$ cat config.mk
export PLATFORM = sky130hd
export DESIGN_NAME = stage_if
export DESIGN_NICKNAME = d
export VERILOG_FILES = /design/src/rtl/stage_if_pkg.sv /design/src/rtl/stage_if.sv
export SDC_FILE = /design/constraint.sdc
export NUM_CORES = 1
export LEC_CHECK = 0
export BUFFER_PORTS_ARGS = -buffer_cell sky130_fd_sc_hd__buf_2
export CAP_MARGIN = 20
export CORE_MARGIN = 2
export CORE_UTILIZATION = 40
export DETAILED_ROUTE_END_ITERATION = 12
export PLACE_DENSITY_LB_ADDON = 0.05
export REMOVE_ABC_BUFFERS = 1
export SLEW_MARGIN = 40
export SYNTH_ARGS = -nofsm -noshare
export SYNTH_HDL_FRONTEND = slang
export SYNTH_SLANG_ARGS = --single-unit
$ cat constraint.sdc
create_clock -name clk -period 10.93 [get_ports clk]
set_clock_uncertainty 0.2 [all_clocks]
set_input_delay 2.186 -clock clk [delete_from_list [all_inputs] [get_ports clk]]
set_output_delay 2.186 -clock clk [all_outputs]
set_load 0.005 [all_outputs]
$ cat src/rtl/stage_if_pkg.sv
// Shared types for the instruction-fetch stage.
// State encoding, stall-bus layout and byte-lane helper.
package stage_if_pkg;

    typedef enum logic [2:0] {
        IF_IDLE  = 3'd0,
        IF_FETCH = 3'd1,
        IF_WAIT  = 3'd2,
        IF_DRAIN = 3'd3,
        IF_DONE  = 3'd4
    } if_state_e;

    localparam int StallW    = 6;
    localparam int StallIfId = 1;

    function automatic logic [31:0] put_byte(
        input logic [31:0] w,
        input logic [1:0]  lane,
        input logic [7:0]  b
    );
        logic [31:0] r;
        r = w;
        r[8*lane +: 8] = b;
        return r;
    endfunction

endpackage

$ cat src/rtl/stage_if.sv
// Instruction fetch: four byte reads per word, little-endian assembly,
// stall hold in DONE and EX branch redirect with one-deep drain.
module stage_if
    import stage_if_pkg::*;
#(
    parameter logic [31:0] RESET_PC = 32'h0000_0000
) (
    input  logic              clk,
    input  logic              rst,
    input  logic              rdy,
    input  logic [StallW-1:0] stall_i,
    input  logic              branch_enable_i,
    input  logic [31:0]       branch_addr_i,
    output logic              mem_req_o,
    output logic [31:0]       mem_addr_o,
    input  logic              mem_gnt_i,
    input  logic              mem_rvalid_i,
    input  logic [7:0]        mem_rdata_i,
    output logic [31:0]       pc_o,
    output logic [31:0]       inst_o,
    output logic              inst_valid_o
);

    if_state_e   state_q, state_d;
    logic [31:0] pc_q, pc_d;
    logic [1:0]  cnt_q, cnt_d;
    logic [31:0] buf_q, buf_d;
    logic        req_q, req_d;
    logic [31:0] addr_q, addr_d;
    logic [31:0] pco_q, pco_d;
    logic [31:0] inst_q, inst_d;
    logic        vld_q, vld_d;
    logic [31:0] merged;

    logic unused_stall;
    assign unused_stall = ^{stall_i[StallW-1:2], stall_i[0]};

    always_comb begin
        state_d = state_q;
        pc_d    = pc_q;
        cnt_d   = cnt_q;
        buf_d   = buf_q;
        req_d   = req_q;
        addr_d  = addr_q;
        pco_d   = pco_q;
        inst_d  = inst_q;
        vld_d   = vld_q;
        merged  = put_byte(buf_q, cnt_q, mem_rdata_i);

        if (branch_enable_i) begin
            pc_d    = branch_addr_i;
            cnt_d   = 2'd0;
            vld_d   = 1'b0;
            state_d = IF_FETCH;
            req_d   = 1'b1;
            addr_d  = branch_addr_i;
            // A request still in flight must be drained before refetching
            unique case (state_q)
                IF_WAIT, IF_DRAIN: begin
                    if (!mem_rvalid_i) begin
                        state_d = IF_DRAIN;
                        req_d   = 1'b0;
                        addr_d  = addr_q;
                    end
                end
                IF_FETCH: begin
                    if (mem_gnt_i) begin
                        state_d = IF_DRAIN;
                        req_d   = 1'b0;
                        addr_d  = addr_q;
                    end
                end
                default: ;
            endcase
        end else begin
            unique case (state_q)
                IF_IDLE: begin
                    state_d = IF_FETCH;
                    req_d   = 1'b1;
                    addr_d  = pc_q + 32'(cnt_q);
                end
                IF_FETCH: begin
                    if (mem_gnt_i) begin
                        state_d = IF_WAIT;
                        req_d   = 1'b0;
                    end
                end
                IF_WAIT: begin
                    if (mem_rvalid_i) begin
                        buf_d = merged;
                        if (cnt_q == 2'd3) begin
                            state_d = IF_DONE;
                            vld_d   = 1'b1;
                            pco_d   = pc_q;
                            inst_d  = merged;
                        end else begin
                            cnt_d   = cnt_q + 2'd1;
                            state_d = IF_FETCH;
                            req_d   = 1'b1;
                            addr_d  = pc_q + 32'(cnt_q) + 32'd1;
                        end
                    end
                end
                IF_DRAIN: begin
                    if (mem_rvalid_i) begin
                        state_d = IF_FETCH;
                        req_d   = 1'b1;
                        addr_d  = pc_q + 32'(cnt_q);
                    end
                end
                IF_DONE: begin
                    if (!stall_i[StallIfId]) begin
                        pc_d    = pc_q + 32'd4;
                        cnt_d   = 2'd0;
                        vld_d   = 1'b0;
                        state_d = IF_FETCH;
                        req_d   = 1'b1;
                        addr_d  = pc_q + 32'd4;
                    end
                end
                default: state_d = IF_IDLE;
            endcase
        end
    end

    always_ff @(posedge clk) begin
        if (rst) begin
            state_q <= IF_IDLE;
            pc_q    <= RESET_PC;
            cnt_q   <= 2'd0;
            buf_q   <= 32'd0;
            req_q   <= 1'b0;
            addr_q  <= 32'd0;
            pco_q   <= 32'd0;
            inst_q  <= 32'd0;
            vld_q   <= 1'b0;
        end else if (rdy) begin
            state_q <= state_d;
            pc_q    <= pc_d;
            cnt_q   <= cnt_d;
            buf_q   <= buf_d;
            req_q   <= req_d;
            addr_q  <= addr_d;
            pco_q   <= pco_d;
            inst_q  <= inst_d;
            vld_q   <= vld_d;
        end
    end

    assign mem_req_o    = req_q;
    assign mem_addr_o   = addr_q;
    assign pc_o         = pco_q;
    assign inst_o       = inst_q;
    assign inst_valid_o = vld_q;

endmodule

Word-level counts from Yosys, hierarchy flattened:

Index checks and enable logic that the tools add are counted.

* add/sub/neg operators: 5
* equality and inequality tests: 14
* shifts and indexed selects: 2
* mux-type cells: 42
* bitwise logic cells: 1
* reductions and logical operators: 14

Operators by type and width (number)
* $mux 32: 9
* $pmux 32 s4: 1
* $pmux 32 s2: 1
* $neg 5->34: 1
* $shift 8x34->32 const A: 1
* $shiftx 8x34->32: 1
* $add 32x1->32 const B: 1
* $add 32x2->32: 1
* $add 32x3->32 const B: 1
* $bwmux 32: 1
* $ne 3x3->1 const B: 8
* $reduce_and 5->1: 4
* $mux 3: 6
* $pmux 3 s5: 1
* $mux 1: 12
* $mux 2: 6
* $pmux 2 s2: 2
* $reduce_and 8->1: 1
* $reduce_and 7->1: 1
* $eq 3x2->1 const B: 2
* $reduce_bool 6->1: 1
* $pmux 1 s5: 1
* $reduce_bool 5->1: 1
* $pmux 1 s2: 2
* 12 further kinds: 12

* flip-flop bits (word level): 167
* input bits: 52
* output and inout bits: 98
* logic and storage cells: 87

Longest topological paths before layout:

* word-level depth: 6
* mapped depth: 12

Least setup slack after synthesis:

OpenSTA, ideal clock, no wires.

* path kind: input to register
* start point: input mem_rvalid_i
* end point: register addr_q[2], in the netlist mem_addr_o[2]
* arrival time: 3.705 ns
* path slack: 6.897 ns
* cell stages on the path: 9
* path through: nor3b_1 > a21oi_1 > o21ai_0 > a21o_1 > clkbuf_1 > buf_1 > a211oi_1 > a21oi_1 > nor2_1

* longest elaborated chain between the ends: 2
* elaborated cells on any way between the ends: 4
* those cells by class: eq/ne (3); reduce/logical (1)

Ends and longest elaborated chain
* from (decl): RTL line stage_if.sv:17 `input logic mem_rvalid_i,`
* $ne 3x3->1 (no source line)
* $reduce_and 8->1 (no source line) (*)
* to (signal assigned): RTL line stage_if.sv:143 `addr_q <= addr_d;`
* to (decl): RTL line stage_if.sv:29 `logic [31:0] addr_q, addr_d;`

Every way passes the cells marked *; elsewhere a longest branch is shown, timed or not.
A chain may end at the register's enable or synchronous reset.

Worst setup path in the final report:

* start point: register cnt_q[0]
* end point: register addr_q[27], in the netlist mem_addr_o[27]

* longest elaborated chain between the ends: 6
* elaborated cells on any way between the ends: 10
* those cells by class: add/sub (2); eq/ne (2); mux (5); reduce/logical (1)

Ends and longest elaborated chain
* from (decl): RTL line stage_if.sv:26 `logic [1:0] cnt_q, cnt_d;`
* from (signal assigned): RTL line stage_if.sv:140 `cnt_q <= cnt_d;`
* $add 32x2->32: RTL line stage_if.sv:80, stage_if.sv:100, stage_if.sv:108
* $add 32x1->32: RTL line stage_if.sv:100 `addr_d = pc_q + 32'(cnt_q) + 32'd1;`
* $mux 32: RTL line stage_if.sv:91 `if (cnt_q == 2'd3) begin`
* $mux 32: RTL line stage_if.sv:89 `if (mem_rvalid_i) begin`
* $pmux 32 s4: RTL line stage_if.sv:76 `unique case (state_q)`
* $mux 32: RTL line stage_if.sv:50 `if (branch_enable_i) begin`

Several ways; a longest one is shown, not always the timed one. The select of a mux whose other input is x is not followed.

==> metrics <==
R2R cell count 11; total gr overflow 0; clk slew on worst S/H paths 70 ps; Slowest-stage cell, CP or4_1; Rows 56; Total Wirelength 30.11 mm; PortBufs 144; CTS tree done; Final ANT Viol Nets 0; RSZ-0062 raised after global routing no; via density per instance 5.559; worst-margin pin slew 858.7 ps; Total GRT Usage 24.37%; YS warnings 0; Async SR Flop Fraction 0%; Netlist cell types 76; leakage power 3.972 nW; Setup violations, final 0; hpwl dp 20.61 mm; pwr dens 128.7 nW/um^2; status finished clean; Die ar. 25,090 um^2; Slew Limit Headroom 42.76%; antenna violations before repair 2; root buffer cell clkbuf_16; VDD IR max 0.09245 mV; maxcap violations 0; average cell area after synthesis 7.544 um^2; Critical Path Start Type register; TritonRoute pass-1 iters 5; Gate Count Post-Synth 1,264; Top FF cell, synth dfxtp_1; WP data required 11,030 ps; Post-synth EDFFs 0; core area 23,400 um^2; # IOs 150; CP max stage delay 690 ps; largest net degree at the start of global routing 84; cts hold-fix bufs 0; register area share after synthesis 35.06%; Slew Limit Fails 0; # clock sinks 167; wire length per cell 18.16 um; fraction of layout cells with a size suffix above 1 16.74%; most frequent cells in the layout nor2_1 (173), dfxtp_1 (167), nand2_1 (152); CTS Buffer Depth 2; Period minus WS final 4741 ps; Arr. time, crit path 4840 ps; first-pass GRT wire length 47.91 mm; dpl ws 5826 ps; Max FO, Critical Path 14; worst-path cell chain ha_1, fa_1, nand4_2, nor4_2, xor2_2, o211ai_2, or4_1, nor4_4, xor2_1, a221oi_1, o41ai_2; final hold violations 0; routability congestion estimate 0.8875; chip width 158.4 um; flops & latches, synth 167; Vias 9,217; Min-Delay Path Depth 2; Starting Density 40.75%; Initial DRC Count 667; setup bufs post-CTS 0; Final #Nets 1,388; vias in the first global route 8,554; Tot Pwr 1.409 mW; final worst setup slack 6189 ps; worst skew pair latency 440 ps; Fmax achieved 210.9 MHz; hold crit path type register to register; DRC violations left 0; post_cts resized 0; Setup Crit Path Kind register to register; CP Capture Type register; H-tree levels 4; number of CTS-inserted buffers 17; most common cell after layout, fill and taps aside nor2_1; P&R area growth vs syn 14.85%; Hold Slack 248.6 ps; setup_tns 0 ps; mapped cell area 9535 um^2; Die Y 158.4 um; Final period util 43.37%
## cell usage after synthesis (3+ instances only)
cell        n  area (um^2)
nor2_1    173        649.4
dfxtp_1   167         3343
nand2_1   154        578.1
a21oi_1   139        695.7
clkbuf_1   77        289.0
a211oi_1   68        510.5
o21ai_0    49        245.2
xnor2_1    39        341.6
nor2b_1    37        231.5
nor3_1     31        155.2
xor2_1     21        183.9
nand3_1    20        100.1
buf_1      18        67.56
nor4_1     18        112.6
a22oi_1    16        120.1
buf_2      14        70.07
a21o_1     12        90.09
nand4_1    12        75.07
o211ai_1   12        90.09
o31ai_1    12        90.09
or3_1      11        68.82
ha_1       10        125.1
nand2b_1   10        62.56
o22ai_1    10        62.56
and2_1      9        56.30
mux2i_1     8        80.08
a221oi_1    7        61.31
and3_1      7        43.79
o31a_1      6        52.55
a31oi_1     5        31.28
inv_1       5        18.77
o21a_1      5        37.54
o311ai_0    5        43.79
or2_2       5        31.28
or4_1       5        37.54
buf_4       4        30.03
a311oi_1    3        26.28
buf_6       3        33.78
nand4_2     3        37.54
nand4b_1    3        26.28
nor4b_1     3        26.28
o21ai_1     3        15.01
o221ai_1    3        26.28
o41ai_1     3        26.28
## registers in the layout, summed over array words and instances (netlist names)
name / cells
inst_valid_o: 1
mem_addr_o: 32
mem_req_o: 1
buf_q: 32
inst_o: 32
state_q: 3
pc_o: 32
pc_q: 32
cnt_q: 2
## cell families (layout without fill, tap and decap cells)
group           count (synthesis)  count (layout)  share of synthesized area (%)
simple gates                  522             522                          26.55
compound gates                373             373                          24.96
flops                         167             167                          35.06
buf+inv                       122             196                          5.393
xor+xnor                       61              61                          5.682
fa+ha+maj                      11              11                          1.522
mux                             8               8                         0.8398
other cells                     0               1                              0
## path summary, 6_finish.rpt
path                              start                           to  slack [ps]
max reg2reg       cnt_q[0]$_SDFFE_PP0P_  mem_addr_o[27]$_SDFFE_PP0P_        6190
max               cnt_q[0]$_SDFFE_PP0P_  mem_addr_o[27]$_SDFFE_PP0P_        6190
min          mem_addr_o[8]$_SDFFE_PP0P_   mem_addr_o[8]$_SDFFE_PP0P_         250
min reg2reg  mem_addr_o[8]$_SDFFE_PP0P_   mem_addr_o[8]$_SDFFE_PP0P_         250
## layout make-up
| type | instances | area (um^2) |
|---|---|---|
| inverter | 5 | 18.77 |
| antenna | 1 | 2.502 |
| tap | 319 | 399.1 |
| clock buffer | 18 | 439.2 |
| fill | 2469 | 12450 |
| sequential | 167 | 3343 |
| multi-input combinational | 975 | 5720 |
| timing repair buffer | 159 | 874.6 |
| clock inverter | 14 | 153.9 |
## where the power goes
part | internal (mW) | switching, mW
Clock | 0.313 | 0.307
Combinational | 0.0537 | 0.0894
Sequential | 0.625 | 0.0214
## per-layer routing
metal	GRT usage, %	share of wire (%)	wire, um	up-vias
met2	40.23	47	14060	210
met5	0	0.023	7	-
met3	5.035	5.5	1670	28
met4	5.491	1.0	300	2
met1	32.79	47	14070	4344
li1	-	-	-	4633
## stage by stage
| step | util (%) | cell area, um^2 | instances |
|---|---|---|---|
| final | 46.80 | 10950 | 1658 |
| after global routing | 46.79 | 10950 | 1657 |
| after CTS | 46.74 | 10940 | 1657 |
| after detailed placement | 44.20 | 10340 | 1625 |
| after global placement | 43.93 | 10280 | 1623 |
| after floorplan | - | 9040 | 1147 |
## worst max-delay path, delay by kind of cell (launching register included)
kind                       cells  cell delay [ps]
AOI/OAI and AO/OA              3              660
xor gates and xnor gates       2              320
adders and majority gates      2              980
DFF                            1              610
and+or+nand+nor                4             1820
No activity file was read; power rests on OpenSTA's default activity.
